## config.mk

```make
export PLATFORM = sky130hd
export DESIGN_NAME = soc_bus_arb
export DESIGN_NICKNAME = d
export VERILOG_FILES = /design/src/rtl/soc_bus_arb.sv
export SDC_FILE = /design/constraint.sdc
export NUM_CORES = 1
export LEC_CHECK = 0
export CELL_PAD_IN_SITES_DETAIL_PLACEMENT = 0
export CELL_PAD_IN_SITES_GLOBAL_PLACEMENT = 1
export CORE_MARGIN = 1
export CORE_UTILIZATION = 10
export DETAILED_ROUTE_END_ITERATION = 8
export PLACE_DENSITY_LB_ADDON = 0.1
export SKIP_CTS_REPAIR_TIMING = 1
export SYNTH_ARGS = -nofsm -noshare
export SYNTH_HDL_FRONTEND = slang
export SYNTH_SLANG_ARGS = --single-unit
```

## constraint.sdc

```tcl
create_clock -name clk -period 1.1 [get_ports clk]
set_input_delay 0.22 -clock clk [delete_from_list [all_inputs] [get_ports clk]]
set_output_delay 0.22 -clock clk [all_outputs]
set_load 0.02 [all_outputs]
```

## src/rtl/soc_bus_arb.sv

```systemverilog
// Round-robin arbiter sharing one soc_if slave port between NUM_MST masters, one whole
// transaction at a time. Define SOC_ARB_TIMEOUT_EN to enable the slave-response timeout.
module soc_bus_arb #(
    parameter int unsigned NUM_MST  = 2,
    parameter int unsigned TIMEOUT  = 1024,
    parameter logic [31:0] ERR_RDAT = 32'hDEAD_BEEF
) (
    input  logic                    clk,
    input  logic                    rst,
    input  logic [NUM_MST-1:0]      m_vld,
    input  logic [NUM_MST*4-1:0]    m_we,
    input  logic [NUM_MST*30-1:0]   m_addr,
    input  logic [NUM_MST*32-1:0]   m_wdat,
    output logic [NUM_MST-1:0]      m_rdy,
    output logic [31:0]             m_rdat,
    output logic                    s_vld,
    output logic [3:0]              s_we,
    output logic [29:0]             s_addr,
    output logic [31:0]             s_wdat,
    input  logic                    s_rdy,
    input  logic [31:0]             s_rdat,
    output logic [NUM_MST-1:0]      gnt,
    output logic                    err
);

    localparam int unsigned PtrW = (NUM_MST > 1) ? $clog2(NUM_MST) : 1;

    if (NUM_MST < 2 || NUM_MST > 8 || TIMEOUT < 2) begin : g_param_chk
        $error("soc_bus_arb: NUM_MST must be 2..8 and TIMEOUT at least 2");
    end

    typedef enum logic {StIdle, StBusy} state_e;

    state_e          state;
    logic [PtrW-1:0] rr_ptr;
    logic [PtrW-1:0] gidx;
    logic [PtrW-1:0] gidx_inc;
    logic [PtrW-1:0] pick_idx;
    logic            pick_vld;
    logic            busy;
    logic            cur_vld;
    logic            tmo;
    logic            done;

    assign busy     = (state == StBusy);
    assign cur_vld  = m_vld[gidx];
    assign gidx_inc = (gidx == PtrW'(NUM_MST - 1)) ? '0 : gidx + 1'b1;
    // Completion, abandoned request and timeout all release the bus the same way.
    assign done     = busy && (s_rdy || !cur_vld || tmo);

    // First requester at or after rr_ptr, wrapping modulo NUM_MST.
    always_comb begin
        int unsigned     idx;
        logic [PtrW-1:0] cand;
        pick_vld = 1'b0;
        pick_idx = '0;
        idx      = 0;
        cand     = '0;
        for (int unsigned i = 0; i < NUM_MST; i++) begin
            idx = 32'(rr_ptr) + i;
            if (idx >= NUM_MST) begin
                idx = idx - NUM_MST;
            end
            cand = PtrW'(idx);
            if (!pick_vld && m_vld[cand]) begin
                pick_vld = 1'b1;
                pick_idx = cand;
            end
        end
    end

    always_ff @(posedge clk) begin
        if (rst) begin
            state  <= StIdle;
            gnt    <= '0;
            gidx   <= '0;
            rr_ptr <= '0;
        end else begin
            case (state)
                StIdle: begin
                    if (pick_vld) begin
                        state <= StBusy;
                        gnt   <= NUM_MST'(1) << pick_idx;
                        gidx  <= pick_idx;
                    end
                end
                StBusy: begin
                    if (done) begin
                        state  <= StIdle;
                        gnt    <= '0;
                        rr_ptr <= gidx_inc;
                    end
                end
                default: state <= StIdle;
            endcase
        end
    end

`ifdef SOC_ARB_TIMEOUT_EN
    localparam int unsigned CntW = $clog2(TIMEOUT);

    logic [CntW-1:0] cnt;

    assign tmo = busy && cur_vld && !s_rdy && (cnt == CntW'(TIMEOUT - 1));

    // Held at zero while idle so every BUSY period starts counting from 0.
    always_ff @(posedge clk) begin
        if (rst || !busy) begin
            cnt <= '0;
        end else if (!s_rdy) begin
            cnt <= cnt + 1'b1;
        end
    end

    assign err = tmo && !rst;
`else
    assign tmo = 1'b0;
    assign err = 1'b0;
`endif

    always_comb begin
        s_we   = '0;
        s_addr = '0;
        s_wdat = '0;
        if (busy) begin
            for (int unsigned i = 0; i < NUM_MST; i++) begin
                if (gidx == PtrW'(i)) begin
                    s_we   = m_we[i*4 +: 4];
                    s_addr = m_addr[i*30 +: 30];
                    s_wdat = m_wdat[i*32 +: 32];
                end
            end
        end
    end

    always_comb begin
        m_rdy = '0;
        if (busy && !rst && (s_rdy || tmo)) begin
            m_rdy[gidx] = 1'b1;
        end
    end

    assign s_vld  = busy && cur_vld && !rst && !tmo;
    assign m_rdat = tmo ? ERR_RDAT : s_rdat;

endmodule

```

==> flow_metrics.tcl <==
set metrics [dict create \
    cts_made_buffers 3 \
    postRouteAntennaNets 0 \
    power_density_nw_per_um2 657.7 \
    routedWlPerCell_um 14.34 \
    cts_tree "done" \
    crit_arrival_ns 1.38 \
    path_buf_inv 3 \
    rrSetupSlack_ns -0.34 \
    cp.depth 5 \
    drt-pass1-iter-count 6 \
    post_drt_via_cell_ratio 3.823 \
    hold_class "input pin to flop" \
    switchingPower_mw 1.231 \
    timing.final.ws_setup_ns -0.4961 \
    dp_hpwl_mm 6.515 \
    timing.critical_path.from "gidx" \
    stdcell_area_um2 5224 \
    core_um2 14640 \
    fmax_ghz 0.6265 \
    cts.path.max_buffers 2 \
    yosysUniqueCellTypes 23 \
    cp_slowest_cell "dfxtp_4" \
    ctsHtreeMaxLevel 1 \
    finClkSkew_ns 0.001035 \
    drt-initial-drc-count 66 \
    dp_cells 581 \
    maxCapViolCount 0 \
    path_delay_family "buffers and inverters" \
    worstPathCellList "buf_12 > clkbuf_16 > mux2i_4 > nor2_4 > buf_6" \
    grt_setup_unrepaired "yes" \
    clock_sink_count 5 \
    synth-seq-area-share_pct 6.595 \
    die_w_um 125.2 \
    portBuffers 207 \
    synth.area.top_cells "mux2i_1, nor2_1, buf_4, dfxtp_1, buf_2" \
    ys_ff_latch 5 \
    p_leak_nw 1.921 \
    vdd_drop_max_uv 495.3 \
    totalWireLength_mm 8.520 \
    grt_pass1_vias 2204 \
    stdcell_count 594 \
    yosys_warnings 0 \
    syn_nets 382 \
    violations "design-rule violations, negative setup slack" \
    synth_most_common_cell "nor2_1" \
    path_clk_slew_ns 0.03 \
    power_mw 3.436 \
    start_util_pct 10.36 \
    netSwitchingFraction_pct 35.84 \
    synth_top_area_share_pct 43.53 \
    rows 44 \
    max_stage_delay_ns 0.38 \
    synthFlopType "dfxtp_1" \
    path_class "flop to primary output" \
    dr_wl_met3_um 860 \
    place_area_um2 4383 \
    area_growth_pct 244.2 \
    grt_max_degree 21 \
    cts_root_buf "clkbuf_16" \
    nets 580 \
    num_vias 2271 \
    wl_met2_mm 4.398 \
    status "complete, but fails checks" \
    cp-start-kind "flop" \
    power_frac_clock_pct 17.3 \
    syn_area_um2 1518 \
    fin_crit_sh_pct 145.1 \
    antenna_found_initial 0 \
    combPwrFrac_pct 76.4 \
    sequentialPowerShare_pct 6.2 \
    pin_count 273 \
    reg2reg_depth 5 \
    die_h_um 125.2 \
    path_max_fanout 6 \
    synth_edf_count 0 \
    syn_inst 213 \
    wl_met1_mm 3.187 \
    finalHoldViolCount 0 \
    drcViolationCount 44 \
    top_layer_used "met4" \
    rr_startpoint "gidx" \
    crit_end "s_wdat[13]" \
    r2r_end "gnt[0]" \
    whs_path_depth 3 \
    grt_usage_pct 9.415 \
    overflow 0 \
    synth_area_per_cell_um2 7.125 \
    intPower_mw 2.204 \
    grt_pass1_wl_mm 11.83 \
    crit_required_ns 0.88 \
    synth_common_cells "nor2_1, mux2i_1, buf_4" \
    min_period_ns 1.596 \
    async_flop_share_pct 0 \
    layout-drive-gt1-share_pct 57.56 \
    dieArea_um2 15670 \
    finalSetupViolCount 73 \
    gp_congestion 0.6905 \
    n_antenna_cell 0 \
    clkLatencyLatePin_ns 0.23 \
    synth_top_area_cell "mux2i_1" \
    endpoint_kind "primary output" \
    maxSlewViolCount 0 \
]
[layout by cell type, fill, tap and decap left out, types with 2 or more instances in the layout]
master,count
buf_4,16
mux2i_2,10
o21ai_0,2
mux2i_4,51
dlymetal6s2s_1,10
nor2_4,33
clkbuf_16,9
inv_1,2
nor2_1,4
dfxtp_4,2
clkdlybuf4s50_1,133
mux2i_1,6
buf_6,64
a221o_1,2
nor2b_1,3
dfxtp_1,3
buf_16,3
buf_12,8
nor2_2,33
[worst register-to-register path, cell delays in order, from the launching register on]
cell	delay, ns
dfxtp_4	0.38
buf_6	0.19
mux2i_4	0.25
buf_4	0.14
nor3_2	0.05
a221o_1	0.31
[power groups by stage]
stage / Clock, mW / Sequential (mW) / Combinational [mW]
after floorplan: 0 / 0.220 / 1.27
after global placement: 0 / 0.225 / 2.16
after detailed placement: 0 / 0.226 / 2.16
final: 0.595 / 0.214 / 2.63
after global routing: 0.626 / 0.217 / 2.76
after CTS: 0.609 / 0.223 / 2.17
[cell type report]
cell class / instances / area, µm²
multi-input cells: 157 / 2098
repair buffers: 241 / 2695
clock buffers: 4 / 78.83
fillers: 1454 / 9420
well taps: 184 / 230.2
inverters: 3 / 13.76
flip-flops and latches: 5 / 107.6
[cells by family (layout without fill, tap and decap cells)]
group / Yosys count / after routing / share of synthesized area (%)
simple gates: 80 / 80 / 21.60
compound gates: 9 / 9 / 4.369
buf+inv: 51 / 248 / 22.18
flops: 5 / 5 / 6.595
mux: 67 / 67 / 45.01
other cells: 1 / 1 / 0.2471
[per-stage QoR]
stage / util, % / setup TNS (ns) / setup WS, ns / hold WS (ns)
6_report: 35.67 / -32.28 / -0.4961 / 0.3521
3_3_place_gp: 29.93 / -45.94 / -0.7757 / 0.4401
2_1_floorplan: - / -5.133 / -0.08859 / 0.2817
5_1_grt: 35.67 / -35.68 / -0.5408 / 0.3938
3_5_place_dp: 29.93 / -46.43 / -0.8031 / 0.4401
4_1_cts: 30.47 / -62.89 / -0.9540 / 0.4401
[how the worst min path moves through the flow]
stage	from	end	slack (ns)
after CTS	s_rdat[17]	m_rdat[17]	0.44
after detailed placement	s_rdat[17]	m_rdat[17]	0.44
after global placement	s_rdat[17]	m_rdat[17]	0.44
final	rst	gidx	0.35
after floorplan	rst	gidx	0.28
after global routing	rst	gidx	0.39
[layer usage]
layer,GRT usage (%),up-vias
met4,2.009,0
met5,0,-
met3,2.525,14
met2,17.71,144
li1,-,1092
met1,10.51,1021
[flip-flops by register name, indices dropped and copies added, names as in the netlist]
signal and flops:
gidx 1, gnt 2, rr_ptr 1, busy 1
(Power assumes the default switching activity.)
